--- config.mk ---
export PLATFORM = sky130hd
export DESIGN_NAME = uart_calc_core
export DESIGN_NICKNAME = d
export VERILOG_FILES = /design/src/rtl/uart_calc_pkg.sv /design/src/rtl/bin2bcd.sv /design/src/rtl/uart_calc_core.sv
export SDC_FILE = /design/constraint.sdc
export NUM_CORES = 1
export LEC_CHECK = 0
export ABC_AREA = 0
export CORE_AREA = 8 8 197 162
export CTS_CLUSTER_DIAMETER = 80
export CTS_CLUSTER_SIZE = 8
export DETAILED_ROUTE_END_ITERATION = 10
export DIE_AREA = 0 0 205 170
export PLACE_DENSITY = 0.7
export SYNTH_ARGS = -nofsm -noshare
export SYNTH_HDL_FRONTEND = slang
export SYNTH_SLANG_ARGS = --single-unit
--- constraint.sdc ---
create_clock -name i_clk -period 6.7 [get_ports i_clk]
set_clock_uncertainty 0.1 [all_clocks]
set_input_delay 1.34 -clock i_clk [delete_from_list [all_inputs] [get_ports i_clk]]
set_output_delay 1.34 -clock i_clk [all_outputs]
set_load 0.05 [all_outputs]
--- src/rtl/uart_calc_pkg.sv ---
// Shared constants and types for the UART calculator core.
package uart_calc_pkg;

  localparam logic [7:0] ASC_0     = 8'h30;
  localparam logic [7:0] ASC_9     = 8'h39;
  localparam logic [7:0] ASC_PLUS  = 8'h2B;
  localparam logic [7:0] ASC_MINUS = 8'h2D;
  localparam logic [7:0] ASC_MUL   = 8'h2A;
  localparam logic [7:0] ASC_EQ    = 8'h3D;
  localparam logic [7:0] ASC_SP    = 8'h20;
  localparam logic [7:0] ASC_CR    = 8'h0D;
  localparam logic [7:0] ASC_LF    = 8'h0A;
  localparam logic [7:0] ASC_E     = 8'h45;

  localparam int RES_W      = 21;  // signed result, -999 .. 998001
  localparam int OPND_W     = 10;  // operand 0 .. 999
  localparam int BIN_W      = 20;  // magnitude fed to the BCD converter
  localparam int BCD_DIGITS = 6;
  localparam int BCD_W      = 4 * BCD_DIGITS;
  localparam int BUF_N      = 9;   // '-' + 6 digits + CR + LF

  typedef enum logic [2:0] {
    ST_OPA,
    ST_OPB,
    ST_CALC,
    ST_CONV,
    ST_SEND,
    ST_GAP,
    ST_ERR
  } state_t;

  typedef enum logic [1:0] {
    OP_ADD,
    OP_SUB,
    OP_MUL
  } op_t;

  function automatic logic is_digit(input logic [7:0] c);
    return (c >= ASC_0) && (c <= ASC_9);
  endfunction

  function automatic logic is_op(input logic [7:0] c);
    return (c == ASC_PLUS) || (c == ASC_MINUS) || (c == ASC_MUL);
  endfunction

  function automatic op_t to_op(input logic [7:0] c);
    if (c == ASC_MINUS) return OP_SUB;
    if (c == ASC_MUL)   return OP_MUL;
    return OP_ADD;
  endfunction

endpackage

--- src/rtl/bin2bcd.sv ---
// Sequential double-dabble: 20-bit binary to 6 BCD digits.
// The first shift happens on the start edge (the add-3 step is a no-op on an
// all-zero BCD register), so o_done rises exactly 20 cycles after i_start.
module bin2bcd
  import uart_calc_pkg::*;
(
  input  logic             i_clk,
  input  logic             i_rst,
  input  logic             i_start,
  input  logic [BIN_W-1:0] i_bin,
  output logic [BCD_W-1:0] o_bcd,
  output logic             o_done
);

  logic [BIN_W-1:0] r_sh;
  logic [BCD_W-1:0] r_bcd;
  logic [4:0]       r_cnt;
  logic             r_run;
  logic [BCD_W-1:0] w_adj;

  // Add 3 to every nibble that is 5 or more, ahead of the next shift
  always_comb begin
    w_adj = r_bcd;
    for (int i = 0; i < BCD_DIGITS; i++) begin
      if (r_bcd[4*i +: 4] >= 4'd5) w_adj[4*i +: 4] = r_bcd[4*i +: 4] + 4'd3;
    end
  end

  // Load on start, then shift with a down-counter until terminal count
  always_ff @(posedge i_clk) begin
    if (i_rst) begin
      r_sh  <= '0;
      r_bcd <= '0;
      r_cnt <= '0;
      r_run <= 1'b0;
    end else if (i_start) begin
      r_bcd <= BCD_W'(i_bin[BIN_W-1]);
      r_sh  <= i_bin << 1;
      r_cnt <= 5'(BIN_W - 1);
      r_run <= 1'b1;
    end else if (r_run) begin
      if (r_cnt == 5'd0) begin
        r_run <= 1'b0;
      end else begin
        r_bcd <= BCD_W'({w_adj, r_sh[BIN_W-1]});
        r_sh  <= r_sh << 1;
        r_cnt <= r_cnt - 5'd1;
      end
    end
  end

  assign o_bcd  = r_bcd;
  assign o_done = r_run && (r_cnt == 5'd0);

endmodule

--- src/rtl/uart_calc_core.sv ---
// ASCII calculator between UART RX and TX: parses <A><op><B>=, replies with
// the decimal result plus CR LF, pacing TX bytes with an internal gap timer.
//
// state | meaning
// OPA   | collecting operand A digits, waiting for operator
// OPB   | collecting operand B digits, waiting for '='
// CALC  | one cycle: ALU result captured, BCD conversion started
// CONV  | waiting for the double-dabble to finish
// SEND  | tx_valid high for the current buffer byte
// GAP   | TX_GAP-1 cycle spacing after each byte
// ERR   | load "E",CR,LF into the output buffer
module uart_calc_core
  import uart_calc_pkg::*;
#(
  parameter int BIT_CYCLES = 15,
  parameter int TX_GAP     = 10 * BIT_CYCLES + 2
) (
  input  logic       i_clk,
  input  logic       i_rst,
  input  logic [7:0] i_rx_data,
  input  logic       i_rx_valid,
  output logic [7:0] o_tx_data,
  output logic       o_tx_valid,
  output logic       o_busy
);

  localparam int GAP_W = $clog2(TX_GAP);

  state_t             r_state, w_state_nxt;
  logic [OPND_W-1:0]  r_a, r_b;
  logic [1:0]         r_acnt, r_bcnt;
  op_t                r_op;
  logic               r_neg;
  logic [7:0]         r_buf [BUF_N];
  logic [3:0]         r_len, r_ptr;
  logic [7:0]         r_last;
  logic [GAP_W-1:0]   r_gap;

  logic               w_acc_a, w_acc_b, w_store_op, w_load_res, w_load_err;
  logic               w_next_byte, w_clr, w_last, w_is_digit, w_is_op, w_done;
  logic [3:0]         w_digit;
  logic signed [RES_W-1:0] w_res;
  logic [BIN_W-1:0]   w_mag;
  logic [BCD_W-1:0]   w_bcd;
  logic [7:0]         w_fmt [BUF_N];
  logic [3:0]         w_fmt_len, w_idx, w_nib;
  logic               w_lead;

  assign w_is_digit = is_digit(i_rx_data);
  assign w_is_op    = is_op(i_rx_data);
  assign w_digit    = 4'(i_rx_data - ASC_0);
  assign w_last     = (r_ptr == r_len - 4'd1);

  // State register
  always_ff @(posedge i_clk) begin
    if (i_rst) r_state <= ST_OPA;
    else       r_state <= w_state_nxt;
  end

  // Next-state decode and datapath strobes
  always_comb begin
    w_state_nxt = r_state;
    w_acc_a     = 1'b0;
    w_acc_b     = 1'b0;
    w_store_op  = 1'b0;
    w_load_res  = 1'b0;
    w_load_err  = 1'b0;
    w_next_byte = 1'b0;
    w_clr       = 1'b0;
    unique case (r_state)
      ST_OPA: if (i_rx_valid && i_rx_data != ASC_SP) begin
        if (w_is_digit && r_acnt != 2'd3)     w_acc_a = 1'b1;
        else if (w_is_op && r_acnt != 2'd0) begin
          w_store_op  = 1'b1;
          w_state_nxt = ST_OPB;
        end else                              w_state_nxt = ST_ERR;
      end
      ST_OPB: if (i_rx_valid && i_rx_data != ASC_SP) begin
        if (w_is_digit && r_bcnt != 2'd3)                  w_acc_b = 1'b1;
        else if (i_rx_data == ASC_EQ && r_bcnt != 2'd0)    w_state_nxt = ST_CALC;
        else                                               w_state_nxt = ST_ERR;
      end
      ST_CALC: w_state_nxt = ST_CONV;
      ST_CONV: if (w_done) begin
        w_load_res  = 1'b1;
        w_state_nxt = ST_SEND;
      end
      ST_ERR: begin
        w_load_err  = 1'b1;
        w_state_nxt = ST_SEND;
      end
      ST_SEND: w_state_nxt = ST_GAP;
      ST_GAP: if (r_gap == '0) begin
        if (w_last) begin
          w_clr       = 1'b1;
          w_state_nxt = ST_OPA;
        end else begin
          w_next_byte = 1'b1;
          w_state_nxt = ST_SEND;
        end
      end
      default: w_state_nxt = ST_OPA;
    endcase
  end

  // ALU: operands are unsigned, so only subtraction can go negative
  always_comb begin
    w_res = '0;
    unique case (r_op)
      OP_ADD:  w_res = RES_W'(r_a) + RES_W'(r_b);
      OP_SUB:  w_res = RES_W'(r_a) - RES_W'(r_b);
      OP_MUL:  w_res = RES_W'(r_a) * RES_W'(r_b);
      default: w_res = '0;
    endcase
  end

  assign w_mag = w_res[RES_W-1] ? BIN_W'(-w_res) : BIN_W'(w_res);

  bin2bcd u_bin2bcd (
    .i_clk   (i_clk),
    .i_rst   (i_rst),
    .i_start (r_state == ST_CALC),
    .i_bin   (w_mag),
    .o_bcd   (w_bcd),
    .o_done  (w_done)
  );

  // Format sign, digits without leading zeros, CR, LF
  always_comb begin
    for (int i = 0; i < BUF_N; i++) w_fmt[i] = 8'h00;
    w_idx  = 4'd0;
    w_lead = 1'b0;
    w_nib  = 4'd0;
    if (r_neg) begin
      w_fmt[0] = ASC_MINUS;
      w_idx    = 4'd1;
    end
    for (int i = BCD_DIGITS - 1; i >= 0; i--) begin
      w_nib = w_bcd[4*i +: 4];
      if (w_lead || w_nib != 4'd0 || i == 0) begin
        w_lead       = 1'b1;
        w_fmt[w_idx] = ASC_0 + {4'h0, w_nib};
        w_idx        = w_idx + 4'd1;
      end
    end
    w_fmt[w_idx]        = ASC_CR;
    w_fmt[w_idx + 4'd1] = ASC_LF;
    w_fmt_len           = w_idx + 4'd2;
  end

  // Operand accumulation, output buffer, byte pointer and gap down-counter
  always_ff @(posedge i_clk) begin
    if (i_rst) begin
      r_a    <= '0;
      r_b    <= '0;
      r_acnt <= '0;
      r_bcnt <= '0;
      r_op   <= OP_ADD;
      r_neg  <= 1'b0;
      r_len  <= '0;
      r_ptr  <= '0;
      r_last <= '0;
      r_gap  <= '0;
      for (int i = 0; i < BUF_N; i++) r_buf[i] <= '0;
    end else begin
      if (w_clr) begin
        r_a    <= '0;
        r_b    <= '0;
        r_acnt <= '0;
        r_bcnt <= '0;
        r_op   <= OP_ADD;
      end
      if (w_acc_a) begin
        r_a    <= OPND_W'(r_a * 10 + w_digit);
        r_acnt <= r_acnt + 2'd1;
      end
      if (w_acc_b) begin
        r_b    <= OPND_W'(r_b * 10 + w_digit);
        r_bcnt <= r_bcnt + 2'd1;
      end
      if (w_store_op) r_op <= to_op(i_rx_data);
      if (r_state == ST_CALC) r_neg <= w_res[RES_W-1];
      if (w_load_res) begin
        r_buf <= w_fmt;
        r_len <= w_fmt_len;
        r_ptr <= '0;
      end
      if (w_load_err) begin
        r_buf[0] <= ASC_E;
        r_buf[1] <= ASC_CR;
        r_buf[2] <= ASC_LF;
        r_len    <= 4'd3;
        r_ptr    <= '0;
      end
      if (r_state == ST_SEND) begin
        r_last <= r_buf[r_ptr];
        r_gap  <= GAP_W'(TX_GAP - 2);
      end else if (r_state == ST_GAP && r_gap != '0) begin
        r_gap <= r_gap - 1'b1;
      end
      if (w_next_byte) r_ptr <= r_ptr + 4'd1;
    end
  end

  // tx_data shows the live byte during SEND and holds it afterwards
  assign o_tx_valid = (r_state == ST_SEND);
  assign o_tx_data  = (r_state == ST_SEND) ? r_buf[r_ptr] : r_last;
  assign o_busy     = (r_state == ST_CALC) || (r_state == ST_CONV) ||
                      (r_state == ST_SEND) || (r_state == ST_GAP);

endmodule

# [After elaboration in Yosys (flattened, before gate mapping)]
# Cells that the tools add are included.
[op_classes] n_eq_ne=23 bitwise=16 n_reduce_logical=50 n_mul=3 addsub=32 magnitude_cmp=25 mux=118
[op_table] cell="$bwmux 72" count=6
[op_table] cell="$mux 72" count=5
[op_table] cell="$demux 8 s4" count=8
[op_table] cell="$mux 8" count=13
[op_table] cell="$mux 20" count=4
[op_table] cell="$mux 71" count=1
[op_table] cell="$pmux 21 s3" count=1
[op_table] cell="$and 54x54->54" count=1
[op_table] cell="$not 54->54" count=1
[op_table] cell="$mux 4" count=12
[op_table] cell="$and 45x45->45" count=1
[op_table] cell="$ge 5x5->1 const B" count=9
[op_table] cell="$not 45->45" count=1
[op_table] cell="$add 6x4->7 const A" count=6
[op_table] cell="$lt 5x1->1 const B" count=8
[op_table] cell="$not 4->5" count=8
[op_table] cell="$mux 1" count=37
[op_table] cell="$bmux 8 s4" count=1
[op_table] cell="$eq 8x6->1 const B" count=4
[op_table] cell="$mux 10" count=3
[op_table] cell="$mux 3" count=10
[op_table] cell="$add 4x1->4 const B" count=7
[op_table] cell="$or 27x27->27" count=1
[op_table] cell="$add 4x2->4 const B" count=6
[op_table] cell="other kinds (45)" count=113
[totals] out_inout_bits=10 in_bits=11 elab_cells=298 reg_bits=175

# [Logic depth before layout (Yosys ltp)]
[depth] ltp_word=22 ltp_mapped=26 ltp_nobuf=23

# [Hierarchy]
# From an unflattened synthesis, not the netlist that was laid out.
[hier_totals] cells_unflattened=1898 hier_area_um2=15198.3
[modules_own_cells] mod="uart_calc_core" seq_area_each_um2=2021.9 area_per_inst_um2=12602.1 instances=1 cells_per_inst=1596
[modules_own_cells] mod="bin2bcd" seq_area_each_um2=980.9 area_per_inst_um2=2596.2 instances=1 cells_per_inst=302

# [Worst setup path before layout]
# OpenSTA, ideal clock, no wires.
[synth_timing] path_type="register to register" from="register u_bin2bcd.r_bcd[20] (netlist: u_bin2bcd.o_bcd[20])" to="register r_buf[29] (netlist name)" path_buffers=3 arrival_time_ns=5.767 path_slack_ns=0.715 setup_time_ns=0.117 path_stages_with_launch=27 cell_sequence="dfxtp_1 > inv_1 > ha_1 > or3b_4 > buf_6 > nor2_1 > inv_2 > fa_1 > buf_1 > nand2_1 > xor2_1 > ha_1 > nand2_1 > o21ai_0 > ha_1 > nor2b_1 > a211oi_1 > mux2i_2 > xnor2_4 > inv_2 > ha_1 > a21o_1 > xnor2_2 > buf_4 > nand3_1 > and2_1 > a32o_1"
[synth_via] elab_chain_cells=19 elab_cells_between_ends=78 cone_classes="add/sub (7); order compare (14); mux (34); bitwise (11); reduce/logical (12)"
[synth_lines] item="from (decl)" line_no="bin2bcd.sv:16" rtl="logic [BCD_W-1:0] r_bcd;"
[synth_lines] item="from (signal assigned)" line_no="bin2bcd.sv:37" rtl="r_bcd <= BCD_W'(i_bin[BIN_W-1]);"
[synth_lines] item="from (signal assigned)" line_no="bin2bcd.sv:45" rtl="r_bcd <= BCD_W'({w_adj, r_sh[BIN_W-1]});"
[synth_lines] item="$reduce_bool 4->1" line_no="uart_calc_core.sv:140" rtl="if (w_lead || w_nib != 4'd0 || i == 0) begin"
[synth_lines] item="$mux 2 / $mux 1 (equally long branches)" line_no="uart_calc_core.sv:140"
[synth_lines] item="$add 4x1->4 / $logic_or 1x1->1 (equally long branches)" line_no="uart_calc_core.sv:143, uart_calc_core.sv:140"
[synth_lines] item="$mux 4 / $mux 1 (equally long branches)" line_no="uart_calc_core.sv:140"
[synth_lines] item="$add 4x1->4 / $logic_or 1x1->1 (equally long branches)" line_no="uart_calc_core.sv:143, uart_calc_core.sv:140"
[synth_lines] item="$mux 4 / $mux 1 (equally long branches)" line_no="uart_calc_core.sv:140"
[synth_lines] item="$add 4x1->4 / $logic_or 1x1->1 (equally long branches)" line_no="uart_calc_core.sv:143, uart_calc_core.sv:140"
[synth_lines] item="$mux 4 / $mux 1 (equally long branches)" line_no="uart_calc_core.sv:140"
[synth_lines] item="[3 not listed]"
[synth_lines] item="$add 4x1->4 / $not 4->5 (equally long branches)" line_no="uart_calc_core.sv:147, uart_calc_core.sv:146"
[synth_lines] item="$not 4->5 (implied by the code) (tied with other cells)" line_no="uart_calc_core.sv:147" rtl="w_fmt[w_idx + 4'd1] = ASC_LF;"
[synth_lines] item="$ge 5x5->1 (implied by the code) (tied with other cells)" line_no="uart_calc_core.sv:147"
[synth_lines] item="$logic_and 1x1->1 (implied by the code) / $mux 8 (equally long branches)" line_no="uart_calc_core.sv:147, uart_calc_core.sv:146"
[synth_lines] item="$mux 8 (implied by the code) / $demux 8 s4 (equally long branches)" line_no="uart_calc_core.sv:147, uart_calc_core.sv:146"
[synth_lines] item="$demux 8 s4 / $not 45->45 (equally long branches)"
[synth_lines] item="$not 54->54 (no source line) / $and 45x45->45 (equally long branches)"
[synth_lines] item="$and 54x54->54 (no source line) (*)"
[synth_lines] item="to (signal assigned)" line_no="uart_calc_core.sv:184" rtl="r_buf <= w_fmt;"
[synth_lines] item="to (decl)" line_no="uart_calc_core.sv:34" rtl="logic [7:0] r_buf [BUF_N];"
# Every way passes the cells marked *; elsewhere a longest branch is shown, timed or not.
# A chain may end at the register's enable or synchronous reset.

# [Worst setup path after layout]
[layout_timing] from="register u_bin2bcd.r_bcd[16] (netlist: u_bin2bcd.o_bcd[16])" to="register r_buf[45] (netlist name)"
[layout_via] elab_chain_cells=18 elab_cells_between_ends=67 cone_classes="add/sub (6); order compare (12); mux (28); bitwise (10); reduce/logical (11)"
[layout_lines] item="$reduce_bool 4->1" line_no="uart_calc_core.sv:140"
[layout_lines] item="$logic_or 1x1->1" line_no="uart_calc_core.sv:140"
[layout_lines] item="$mux 4 / $mux 1 (equally long branches)" line_no="uart_calc_core.sv:140"
[layout_lines] item="$add 4x1->4 / $logic_or 1x1->1 (equally long branches)" line_no="uart_calc_core.sv:143, uart_calc_core.sv:140"
[layout_lines] item="$mux 4 / $mux 1 (equally long branches)" line_no="uart_calc_core.sv:140"
[layout_lines] item="$add 4x1->4 / $logic_or 1x1->1 (equally long branches)" line_no="uart_calc_core.sv:143, uart_calc_core.sv:140"
[layout_lines] item="$mux 4 / $mux 1 (equally long branches)" line_no="uart_calc_core.sv:140"
[layout_lines] item="$add 4x1->4 / $logic_or 1x1->1 (equally long branches)" line_no="uart_calc_core.sv:143, uart_calc_core.sv:140"
[layout_lines] item="[2 not listed]"
[layout_lines] item="$add 4x1->4 / $not 4->5 (equally long branches)" line_no="uart_calc_core.sv:147, uart_calc_core.sv:146"
[layout_lines] item="$not 4->5 (implied by the code) (tied with other cells)" line_no="uart_calc_core.sv:147"
[layout_lines] item="$ge 5x5->1 (implied by the code) (tied with other cells)" line_no="uart_calc_core.sv:147"
[layout_lines] item="$logic_and 1x1->1 (implied by the code) / $mux 8 (equally long branches)" line_no="uart_calc_core.sv:147, uart_calc_core.sv:146"
[layout_lines] item="$mux 8 (implied by the code) / $demux 8 s4 (equally long branches)" line_no="uart_calc_core.sv:147, uart_calc_core.sv:146"
[layout_lines] item="$demux 8 s4 / $not 45->45 (equally long branches)"
[layout_lines] item="$not 54->54 (no source line) / $and 45x45->45 (equally long branches)"
[layout_lines] item="$and 54x54->54 (no source line) (*)"
# Marked as above.

==> impl_metrics.prom <==
# TYPE chip_impl_metric gauge
chip_impl_info{name="run_status",value="complete, no violations"} 1
chip_impl_metric{name="synth.avg_cell_area",unit="um^2"} 7.85
chip_impl_metric{name="fmaxAchievable",unit="MHz"} 161
chip_impl_metric{name="finalHoldViolations",unit=""} 0
chip_impl_info{name="synth_area_leaders",value="sky130_fd_sc_hd__dfxtp_1, sky130_fd_sc_hd__ha_1, sky130_fd_sc_hd__fa_1"} 1
chip_impl_metric{name="post_drt_wl_per_cell",unit="um"} 19.0
chip_impl_metric{name="grtUsageMet3",unit="%"} 4.47
chip_impl_info{name="synth.cells.most_frequent",value="sky130_fd_sc_hd__nand2_1, sky130_fd_sc_hd__dfxtp_1, sky130_fd_sc_hd__ha_1"} 1
chip_impl_metric{name="final_critical_path_share_of_the_clock_period",unit="%"} 92.9
chip_impl_metric{name="antenna_found_initial",unit=""} 0
chip_impl_info{name="worst_path_most_repeated_cell",value="sky130_fd_sc_hd__ha_1"} 1
chip_impl_info{name="min_path_type",value="reg -> reg"} 1
chip_impl_metric{name="synth-seq-cells",unit=""} 150
chip_impl_metric{name="synthCells",unit=""} 1943
chip_impl_metric{name="finalMaxSlewViolations",unit=""} 0
chip_impl_metric{name="grt_first_pass_wirelength",unit="mm"} 71.7
chip_impl_metric{name="groute.layer.met2.usage",unit="%"} 36.7
chip_impl_metric{name="stdcell_area",unit="mm^2"} 0.0164
chip_impl_metric{name="detail_route.first_pass.iterations",unit=""} 6
chip_impl_metric{name="clock_pin_slew_of_the_registers_on_the_worst_case_setup_and_hold_paths",unit="ns"} 0.08
chip_impl_info{name="cts_tree",value="built"} 1
chip_impl_metric{name="dpl_worst_slack",unit="ns"} 0.125
chip_impl_metric{name="die_height",unit="um"} 170
chip_impl_metric{name="number_of_enable_type_register_cells_in_the_synthesized_netlist",unit=""} 0
chip_impl_metric{name="pin_count",unit=""} 21
chip_impl_metric{name="cts_sinks",unit=""} 150
chip_impl_info{name="r2r_start",value="u_bin2bcd.o_bcd[16]"} 1
chip_impl_metric{name="vias",unit=""} 13852
chip_impl_metric{name="antenna_cells_inserted",unit=""} 0
chip_impl_metric{name="routed_wl",unit="mm"} 43.5
chip_impl_info{name="synth_top_area_cell",value="sky130_fd_sc_hd__dfxtp_1"} 1
chip_impl_metric{name="syn-cell-area",unit="mm^2"} 0.0152
chip_impl_metric{name="synth.net_count",unit=""} 2172
chip_impl_metric{name="worst-path-buf-inv",unit=""} 4
chip_impl_metric{name="placeableCoreArea",unit="mm^2"} 0.0287
chip_impl_metric{name="hold_ws",unit="ns"} 0.365
chip_impl_metric{name="groute.usage.overall",unit="%"} 25.2
chip_impl_metric{name="synth.top_cell.area_share",unit="%"} 19.7
chip_impl_metric{name="post_synth_num_cell_types",unit=""} 93
chip_impl_info{name="endpoint_kind",value="flop"} 1
chip_impl_metric{name="floorplan.rows",unit=""} 56
chip_impl_info{name="synth.most_common_cell",value="sky130_fd_sc_hd__nand2_1"} 1
chip_impl_metric{name="worst-endpoint-arrival",unit="ns"} 6.42
chip_impl_metric{name="layout_setup_ws",unit="ns"} 0.476
chip_impl_metric{name="worst_slew_margin_rel",unit="%"} 25.8
chip_impl_metric{name="critPathMaxStageDelay",unit="ns"} 0.66
chip_impl_info{name="start_kind",value="flop"} 1
chip_impl_metric{name="initial_utilization",unit="%"} 53.1
chip_impl_metric{name="final_layout_size_suffix_gt1_share",unit="%"} 7.16
chip_impl_metric{name="post_dr_vias_cell",unit=""} 6.05
chip_impl_metric{name="multi_input_area",unit="mm^2"} 0.0113
chip_impl_metric{name="timing.critical_path.fanout_max",unit=""} 10
chip_impl_metric{name="dpl.hpwl",unit="mm"} 33.1
chip_impl_info{name="worst-setup-path-type",value="reg -> reg"} 1
chip_impl_metric{name="route.antenna.remaining_nets",unit=""} 0
chip_impl_metric{name="design.final.nets",unit=""} 2130
chip_impl_metric{name="fp.dieArea",unit="mm^2"} 0.0349
chip_impl_metric{name="layout.filler_cells",unit=""} 2723
chip_impl_info{name="rsz0062_at_grt",value="no"} 1
chip_impl_info{name="cpLargestDelayFamily",value="adder cells"} 1
chip_impl_info{name="crit_path_top_delay_cell",value="sky130_fd_sc_hd__fa_2"} 1
chip_impl_metric{name="remaining_drc_errors",unit=""} 0
chip_impl_info{name="grt-busiest-layer",value="met1"} 1
chip_impl_metric{name="clock_tree.htree_level_count",unit=""} 4
chip_impl_metric{name="path_depth_of_the_worst_reg2reg_path",unit=""} 24
chip_impl_metric{name="irDropWorstVdd",unit="uV"} 309
chip_impl_metric{name="dpl-instance-area",unit="mm^2"} 0.0157
chip_impl_metric{name="synth_warnings",unit=""} 0
chip_impl_info{name="dominantRegCellSynth",value="sky130_fd_sc_hd__dfxtp_1"} 1
chip_impl_metric{name="vias_in_the_first_global_route",unit=""} 13105
chip_impl_metric{name="place.port_buffers",unit=""} 20
chip_impl_metric{name="cts_max_path_buffers",unit=""} 2
chip_impl_metric{name="max_cap_viol_count",unit=""} 0
chip_impl_metric{name="first_iter_violations",unit=""} 1322
chip_impl_info{name="critical_path.endpoint",value="r_buf[45]"} 1
chip_impl_info{name="cts.root.buffer_cell",value="sky130_fd_sc_hd__clkbuf_16"} 1
chip_impl_metric{name="synth.yosys.seq_area_share",unit="%"} 19.7
chip_impl_metric{name="place.gp.congestion",unit=""} 0.929
chip_impl_metric{name="floorplan.die.width",unit="um"} 205
chip_impl_metric{name="grt_util_met1",unit="%"} 38.5
chip_impl_metric{name="cellLeakagePower",unit="nW"} 6.96
chip_impl_metric{name="cts_made_buffers",unit=""} 17
chip_impl_metric{name="hold_fix_buffers_cts",unit=""} 0
chip_impl_metric{name="grt_max_degree",unit=""} 72
chip_impl_metric{name="flow.area_growth_from_synthesis",unit="%"} 7.37
chip_impl_metric{name="setup-tns-final",unit="ns"} 0
chip_impl_metric{name="power_density_over_the_cells",unit="mW/mm^2"} 241
chip_impl_info{name="critical_path.reg2reg.endpoint",value="r_buf[45]"} 1
chip_impl_metric{name="minimum_period_implied_by_the_final_worst_setup_slack",unit="ns"} 6.22
chip_impl_metric{name="asyncSetResetFlopFracSynth",unit="%"} 0
chip_impl_metric{name="setup.reg_to_reg.worst_slack",unit="ns"} 0.48
chip_impl_metric{name="aggregate_global_routing_overflow",unit=""} 0
chip_impl_metric{name="worst_slew_pin_slew",unit="ns"} 1.11
chip_impl_metric{name="path_depth",unit=""} 24
chip_impl_info{name="crit_path_start",value="u_bin2bcd.o_bcd[16]"} 1
chip_impl_metric{name="worstSkewPairLatency",unit="ns"} 0.43
chip_impl_metric{name="setup-violations-final",unit=""} 0
chip_impl_metric{name="regArea",unit="mm^2"} 0.00300
chip_impl_metric{name="timing.critical_path.required",unit="ns"} 6.89
chip_impl_info{name="crit_chain",value="inv_1 > ha_1 > or3b_4 > nor2_2 > inv_2 > fa_2 > nand2_1 > xor2_1 > ha_1 > nand2_1 > o21ai_0 > ha_1 > nor2b_1 > a211oi_1 > mux2i_2 > xnor2_4 > inv_2 > ha_1 > a21o_1 > xnor2_4 > buf_4 > a31oi_4 > a32oi_1 > nor2_1"} 1
-- registers in the layout, summed over array words and instances, names as in the netlist --
name / cells
r_buf: 47
u_bin2bcd.o_bcd: 24
u_bin2bcd.r_sh: 19
r_a: 10
r_b: 10
r_gap: 8
r_last: 8
u_bin2bcd.r_cnt: 5
r_len: 4
r_ptr: 4
r_state: 3
r_acnt: 2
r_bcnt: 2
r_op: 2
r_neg: 1
u_bin2bcd.r_run: 1
-- power by group --
part	switching [mW]	internal, mW
Combinational	1.26	0.622
Sequential	0.102	0.976
Clock	0.456	0.537
Total	1.82	2.14
-- metrics by stage --
stage | std cells | power [mW] | util [%]
2_1_floorplan | 1943 | 2.39 | -
3_3_place_gp | 2258 | 2.89 | 54.7
3_5_place_dp | 2258 | 2.90 | 54.7
4_1_cts | 2290 | 3.91 | 56.9
5_1_grt | 2291 | 4.17 | 57.0
6_report | 2291 | 3.95 | 57.0
-- logic make-up after synthesis --
| logic type | Yosys count | share of synthesized area [%] |
|---|---|---|
| and+or+nand+nor | 710 | 23.0 |
| DFF | 150 | 19.7 |
| AOI/OAI and AO/OA | 461 | 19.5 |
| muxes | 55 | 4.41 |
| xor gates and xnor gates | 87 | 5.34 |
| adders and majority gates | 218 | 21.3 |
| buffers and inverters | 262 | 6.72 |
-- metal layers --
layer  routed length [um]  part of all wire [%]  up-vias
li1                     -                     -     6690
met1                21300                    49     6589
met2                18100                    42      535
met3                 3620                   8.3       38
met4                  435                   1.0        0
met5                    0                     0        -
-- worst min-delay path by stage --
stage / startpoint / endpoint / slack (ns) / cells after the start
6_report: r_last[6] / r_last[6] / 0.37 / 2
5_1_grt: r_buf[50] / r_buf[50] / 0.38 / 2
4_1_cts: r_buf[50] / r_buf[50] / 0.36 / 2
3_5_place_dp: r_buf[50] / r_buf[50] / 0.35 / 2
3_3_place_gp: r_buf[50] / r_buf[50] / 0.34 / 2
2_1_floorplan: r_buf[13] / r_buf[13] / 0.32 / 2
-- cell type report --
cell class              instances  area share, %
flip-flops and latches        150           18.3
well taps                     377           2.88
inverters                     142           3.26
multi-input cells            1531           68.8
clock inverters                15           1.12
clock buffers                  17           2.60
repair buffers                 59           2.98
-- worst register-to-register path, cell delays in order, from the launching register on --
cell,delay (ns)
sky130_fd_sc_hd__dfxtp_1,0.39
sky130_fd_sc_hd__inv_1,0.11
sky130_fd_sc_hd__ha_1,0.23
sky130_fd_sc_hd__or3b_4,0.46
sky130_fd_sc_hd__nor2_2,0.21
sky130_fd_sc_hd__inv_2,0.14
sky130_fd_sc_hd__fa_2,0.66
sky130_fd_sc_hd__nand2_1,0.09
sky130_fd_sc_hd__xor2_1,0.26
sky130_fd_sc_hd__ha_1,0.31
sky130_fd_sc_hd__nand2_1,0.07
sky130_fd_sc_hd__o21ai_0,0.16
sky130_fd_sc_hd__ha_1,0.30
sky130_fd_sc_hd__nor2b_1,0.17
sky130_fd_sc_hd__a211oi_1,0.36
sky130_fd_sc_hd__mux2i_2,0.20
sky130_fd_sc_hd__xnor2_4,0.30
sky130_fd_sc_hd__inv_2,0.13
sky130_fd_sc_hd__ha_1,0.25
sky130_fd_sc_hd__a21o_1,0.24
sky130_fd_sc_hd__xnor2_4,0.32
sky130_fd_sc_hd__buf_4,0.19
sky130_fd_sc_hd__a31oi_4,0.12
sky130_fd_sc_hd__a32oi_1,0.25
sky130_fd_sc_hd__nor2_1,0.05
-- cells in the final DEF (no fill, tap or decap), types with 9 or more instances in the layout --
master,n
sky130_fd_sc_hd__a211oi_1,27
sky130_fd_sc_hd__a21o_1,19
sky130_fd_sc_hd__a21oi_1,146
sky130_fd_sc_hd__a22oi_1,16
sky130_fd_sc_hd__a31oi_1,27
sky130_fd_sc_hd__and2_1,68
sky130_fd_sc_hd__and3_1,11
sky130_fd_sc_hd__buf_4,39
sky130_fd_sc_hd__clkbuf_16,17
sky130_fd_sc_hd__clkdlybuf4s50_1,19
sky130_fd_sc_hd__dfxtp_1,150
sky130_fd_sc_hd__fa_1,68
sky130_fd_sc_hd__ha_1,148
sky130_fd_sc_hd__inv_1,137
sky130_fd_sc_hd__mux2i_1,40
sky130_fd_sc_hd__mux4_2,9
sky130_fd_sc_hd__nand2_1,232
sky130_fd_sc_hd__nand2b_1,24
sky130_fd_sc_hd__nand3_1,65
sky130_fd_sc_hd__nand4_1,13
sky130_fd_sc_hd__nor2_1,146
sky130_fd_sc_hd__nor2b_1,20
sky130_fd_sc_hd__nor3_1,44
sky130_fd_sc_hd__nor3b_1,16
sky130_fd_sc_hd__nor4_1,9
sky130_fd_sc_hd__o211ai_1,17
sky130_fd_sc_hd__o21ai_0,86
sky130_fd_sc_hd__o22ai_1,12
sky130_fd_sc_hd__o31ai_1,11
sky130_fd_sc_hd__or2_2,9
sky130_fd_sc_hd__or3_1,10
sky130_fd_sc_hd__xnor2_1,51
sky130_fd_sc_hd__xor2_1,32
-- what timing repair did --
| action | 4_1_cts | 5_1_grt |
|---|---|---|
| buffers inserted | 0 | 1 |
| resized for setup | 0 | 7 |
| setup endpoints to repair | 0 | 46 |
Note: power is estimated with default switching activity, not from simulation.
